$ cat src/rtl/paritysel_pkg.sv
// -----------------------------------------------------------------------------
// paritysel_pkg
// Shared definitions for the parity-select mux and its users:
//   DEF_WIDTH  - default data width
//   DEF_SEL_W  - default select-code width
//   sel_src_e  - which source a word came from (SRC_A = even code, SRC_B = odd)
// -----------------------------------------------------------------------------
package paritysel_pkg;

    localparam int DEF_WIDTH = 8;
    localparam int DEF_SEL_W = 5;

    typedef enum logic {
        SRC_A = 1'b0,
        SRC_B = 1'b1
    } sel_src_e;

endpackage : paritysel_pkg

$ cat src/rtl/param_paritysel_mux.sv
// -----------------------------------------------------------------------------
// param_paritysel_mux
// Two-way data selector steered by the even/odd value of a select code.
// Even codes pass data_a and odd codes pass data_b. Only sel[0] is used.
// Optional output register (REG_OUT=1) with asynchronous active-low reset.
//
// Parameters:
//   WIDTH   - data width of data_a, data_b, data_out (>= 1)
//   SEL_W   - width of sel (>= 1)
//   REG_OUT - 1: registered outputs, 1-cycle latency; 0: combinational
//
// Ports:
//   clk        in   clock (unused when REG_OUT=0)
//   rst_n      in   async active-low reset (unused when REG_OUT=0)
//   sel        in   [SEL_W-1:0] select code, only bit 0 matters
//   data_a     in   [WIDTH-1:0] source for even codes
//   data_b     in   [WIDTH-1:0] source for odd codes
//   data_out   out  [WIDTH-1:0] selected word
//   sel_odd    out  1 when data_out carries data_b
//   out_parity out  XOR reduction of data_out
// -----------------------------------------------------------------------------
module param_paritysel_mux
    import paritysel_pkg::*;
#(
    parameter int WIDTH   = DEF_WIDTH,
    parameter int SEL_W   = DEF_SEL_W,
    parameter int REG_OUT = 1
) (
    input  logic             clk,
    input  logic             rst_n,
    input  logic [SEL_W-1:0] sel,
    input  logic [WIDTH-1:0] data_a,
    input  logic [WIDTH-1:0] data_b,
    output logic [WIDTH-1:0] data_out,
    output logic             sel_odd,
    output logic             out_parity
);

    generate
        if (WIDTH < 1) begin : g_bad_width
            $error("param_paritysel_mux: WIDTH must be >= 1");
        end
        if (SEL_W < 1) begin : g_bad_sel_w
            $error("param_paritysel_mux: SEL_W must be >= 1");
        end
    endgenerate

    function automatic logic word_parity(input logic [WIDTH-1:0] w);
        return ^w;
    endfunction

    // Upper select bits deliberately have no effect on routing.
    logic unused_sel_hi;
    assign unused_sel_hi = ^sel;

    // ---- Stage p0: select decode and parity of the next-state word ----
    sel_src_e         src_p0;
    logic [WIDTH-1:0] data_p0;
    logic             par_p0;

    always_comb begin
        src_p0  = sel[0] ? SRC_B : SRC_A;
        data_p0 = (src_p0 == SRC_B) ? data_b : data_a;
        par_p0  = word_parity(data_p0);
    end

    // ---- Stage p1: optional output register ----
    generate
        if (REG_OUT != 0) begin : g_reg_out
            logic [WIDTH-1:0] data_p1;
            sel_src_e         src_p1;
            logic             par_p1;

            // Parity is registered alongside the word so all outputs move
            // on the same edge.
            always_ff @(posedge clk or negedge rst_n) begin
                if (!rst_n) begin
                    data_p1 <= '0;
                    src_p1  <= SRC_A;
                    par_p1  <= 1'b0;
                end else begin
                    data_p1 <= data_p0;
                    src_p1  <= src_p0;
                    par_p1  <= par_p0;
                end
            end

            assign data_out   = data_p1;
            assign sel_odd    = (src_p1 == SRC_B);
            assign out_parity = par_p1;
        end else begin : g_comb_out
            logic unused_ctl;
            assign unused_ctl = clk ^ rst_n;

            assign data_out   = data_p0;
            assign sel_odd    = (src_p0 == SRC_B);
            assign out_parity = par_p0;
        end
    endgenerate

endmodule : param_paritysel_mux

$ cat config.mk
export PLATFORM = sky130hd
export DESIGN_NAME = param_paritysel_mux
export DESIGN_NICKNAME = d
export VERILOG_FILES = /design/src/rtl/paritysel_pkg.sv /design/src/rtl/param_paritysel_mux.sv
export SDC_FILE = /design/constraint.sdc
export NUM_CORES = 1
export LEC_CHECK = 0
export BUFFER_PORTS_ARGS = -buffer_cell sky130_fd_sc_hd__buf_2
export CAP_MARGIN = 20
export CORE_MARGIN = 3
export CORE_UTILIZATION = 30
export DETAILED_ROUTE_END_ITERATION = 10
export PLACE_DENSITY_LB_ADDON = 0.25
export SYNTH_ARGS = -nofsm -noshare
export SYNTH_HDL_FRONTEND = slang
export SYNTH_SLANG_ARGS = --single-unit
$ cat constraint.sdc
create_clock -name clk -period 0.8 [get_ports clk]
set_input_delay 0.04 -clock clk [delete_from_list [all_inputs] [get_ports clk]]
set_output_delay 0.04 -clock clk [all_outputs]
set_load 0.01 [all_outputs]
# Word-level counts from Yosys, hierarchy flattened
# Index checks and enable logic that the tools add are counted.
# totals
regBits,10
latch_bits,0
ramBits,0
mem_bits_ro,0
in_bits,23
output_inout_bits,10
wordCells,6
n_memories,0
# op_classes
addsub,0
mul,0
n_div,0
magnitude_cmp,0
eq_ne,0
shift,0
mux,2
n_bitwise,0
n_reduce_logical,1
# op_table
cell,n
8-bit 2-to-1 mux,1
8-bit XOR reduction,1
1-bit 2-to-1 mux,1

# Longest topological paths before layout
# logic_depth
ltp_word,3
depth_mapped,4
ltp_nobuf,4

# Least setup slack after synthesis
# No wires, ideal clock.
# synth_timing
path_type,input-to-reg
startpoint,input port sel[0]
endpoint,"register g_reg_out.par_p1, in the netlist out_parity"
setup_time_ps,134
arrival_ps,964
required_time_ps,666
path_slack_ps,-297
cell_stages,4
path_buffers,1
cell_sequence,buf_6 mux2_4 xor2_2 xnor3_1
# synth_via
elab_chain_cells,3
# synth_lines
item,line,text
from (decl),param_paritysel_mux.sv:31,"input logic [SEL_W-1:0] sel,"
1-bit 2-to-1 mux,param_paritysel_mux.sv:62,src_p0 = sel[0] ? SRC_B : SRC_A;
8-bit 2-to-1 mux,param_paritysel_mux.sv:63,data_p0 = (src_p0 == SRC_B) ? data_b : data_a;
named net data_p0[7],param_paritysel_mux.sv:58,logic [WIDTH-1:0] data_p0;
8-bit XOR reduction,param_paritysel_mux.sv:49,return ^w;
named net par_p0,param_paritysel_mux.sv:59,logic par_p0;
to (signal assigned),param_paritysel_mux.sv:84,par_p1 <= par_p0;
to (decl),param_paritysel_mux.sv:72,logic par_p1;
# The timed path passes the listed nets, and every way through them passes these cells.

# Worst setup path in the final report
# layout_timing
startpoint,input port data_b[2]
endpoint,"register g_reg_out.par_p1, in the netlist out_parity"
# layout_via
elab_chain_cells,2
# layout_lines
item,line,text
from (decl),param_paritysel_mux.sv:33,"input logic [WIDTH-1:0] data_b,"
8-bit 2-to-1 mux,param_paritysel_mux.sv:63,
8-bit XOR reduction,param_paritysel_mux.sv:49,
named net par_p0,param_paritysel_mux.sv:59,
# The timed path passes the listed nets, and every way through them passes these cells.

==> summary.md <==
| Metric | Value |
|---|---|
| Seq cells post-synth | 10 |
| Area share of the largest cell type after synthesis | 53.2% |
| Total wire length | ~880 um |
| Grt total ovfl | 0 |
| Largest net degree at the start of global routing | 11 |
| Via count | 335 |
| Top-Level Pins | 33 |
| Width of the chip | between 40 and 50 um |
| Clk slew on worst S/H paths | approximately 0.060 ns |
| Final number of setup-violating endpoints | 1 |
| Antenna cells | 0 |
| Post-synthesis average cell area | 16.2 um^2 |
| Clk buf depth | 2 |
| First DRT Iteration DRCs | 1 |
| Port bufs | 28 |
| Largest area contributor in the netlist | dfrtp_1 |
| Max VDD drop | approximately 0.0010 V |
| Post-Synthesis Cell Area | around 470 um^2 |
| Core box area | ~1400 um^2 |
| Worst-margin pin slew | ~0.23 ns |
| Crit Path Category | in -> reg |
| CTS Root Cell | clkbuf_4 |
| H-Tree Depth | 1 |
| RSZ-0062 raised after global routing | yes |
| Final Hold Fails | 0 |
| Hpwl dp | between 700 and 800 um |
| Commonest cells in the netlist | dfrtp_1, mux2_2, xor2_1 |
| Lkg Pwr | ~0.38 nW |
| CP endpoint kind | flop |
| Die span in y | roughly 46 um |
| Slew margin rel. | a little over four fifths |
| Max cap viols | 0 |
| Cells after Synth | 29 |
| CP Launch Type | primary input |
| Routed Antenna Nets | 0 |
| Drt drc | 0 |
| Pwr per Cell Area | between 1500 and 2000 nW/um^2 |
| Synthesis Warnings | 0 |
| CP max FO | 2 |
| Worst EP required | a little over 0.9 ns |
| Wire length per cell | approximately 11 um |
| Post-route setup slack | -0.0775 ns |
| Post-synthesis sequential area ratio | about 53% |
| Tmin final | between 0.8 and 0.9 ns |
| Arr. time, crit path | 1.00 ns |
| Number of global-route vias before repair | around 320 |
| All-layer global routing usage | 9.20% |
| Syn nets | 52 |
| Hold slack final | about 0.026 ns |
| Layout cell share with drive strength beyond 1 | 68.3% |
| Post-layout nets | 88 |
| Final core utilization | approximately 53% |
| F_max | between 1 and 1.5 GHz |
| Initial antenna violation count | 0 |
| TritonCTS Buffers | 3 |
| Synth Flop Type | dfrtp_1 |
| Status | finished with violations |
| Yosys cell types | 9 |
| Most common cell in the netlist | dfrtp_1 |
| CTS tree | done |
| Synth area leaders | dfrtp_1, mux2_2, xor2_1 |
| Async SR Flop Fraction | 100% |
| Routed vias/inst | roughly 4.3 |
| Max Transition Viols Final | 0 |
| Initial Util | 34.0% |
| Fin crit share | 110% |
| RePlAce Congestion | approximately 0.58 |
| First-pass GRT wire length | between 1000 and 1500 um |
| Iteration count of the initial detailed-routing pass | 2 |
| Layout area overhead | 55.6% |
| Num rows | 13 |
| Post-synth EDFFs | 0 |
| Setup TNS | -0.0775 ns |
| Die area | around 2100 um^2 |
| Postcts setup bufs | 0 |
| Sink Count | 10 |
| Worst Hold Class | in -> reg |
| Violated checks | negative setup slack |
## layout make-up
class / instances / area [um^2]
fillers: 117 / 651
flip-flops and latches: 10 / 250
multi-input cells: 18 / 224
repair buffers: 32 / 216
clock buffers: 3 / 22.5
well taps: 15 / 18.8
## metrics by stage
stage	instances	area, um^2	worst slack (ns)	power [mW]
final	78	732	-0.0775	1.25
after global routing	78	732	-0.124	1.33
after floorplan	29	487	-0.282	0.790
after CTS	78	726	-0.0784	1.28
after detailed placement	73	641	-0.426	0.921
after global placement	73	641	-0.406	0.915
## cell families after synthesis
kind of cell | Yosys count | synth area share (%)
DFF | 10 | 53.2
xor gates and xnor gates | 8 | 19.4
muxes | 10 | 25.0
buffers and inverters | 1 | 2.39
## state kept, by name, indices dropped and copies added (netlist names)
signal	cells
sel_odd	1
data_out	8
out_parity	1
## layout by cell type, fill, tap and decap left out
master and count:
buf_2 22, xnor2_1 1, xor2_1 4, mux2i_1 2, mux2_4 4, dlygate4sd3_1 2
clkbuf_4 3, buf_6 7, xnor3_1 1, buf_4 1, dfrtp_1 10, xor2_2 2
mux2_2 4
## worst max-delay path, cell delays in order
cell	delay, ns
buf_6	0.09
xor2_1	0.15
mux2i_1	0.17
xnor2_1	0.15
xnor3_1	0.40
## metal layers
| metal | vias up | global-route usage (%) | routed length, um |
|---|---|---|---|
| li1 | 165 | - | - |
| met2 | 16 | 16.4 | 469 |
| met5 | - | 0 | 0 |
| met1 | 154 | 8.78 | 320 |
| met3 | 0 | 7.11 | 86 |
| met4 | 0 | 0 | 0 |
## report_power, final
group / internal (mW) / total, mW / switching [mW]
logic: 0.221 / 0.360 / 0.140
clock network: 0.172 / 0.312 / 0.140
registers: 0.565 / 0.580 / 0.0157
total: 0.957 / 1.25 / 0.295
## path summary, 6_finish.rpt
path / from / end / slack, ns / cells past startpoint
worst min-delay path: data_b[4] / data_out[4]$_DFF_PN0_ / 0.03 / 2
worst max-delay path: data_b[2] / out_parity$_DFF_PN0_ / -0.08 / 5
min in group asynchronous: rst_n / out_parity$_DFF_PN0_ / 0.17 / 2
max in group asynchronous: rst_n / data_out[1]$_DFF_PN0_ / 0.44 / 2
## timing repair
item,CTS,global route
endpoints found under the hold margin,11,0
endpoints found under the setup margin,2,9
hold buffers,2,0
gates cloned,0,0
pin swaps,3,2
resized for setup,8,1
Power figures use the tool's default switching activity.
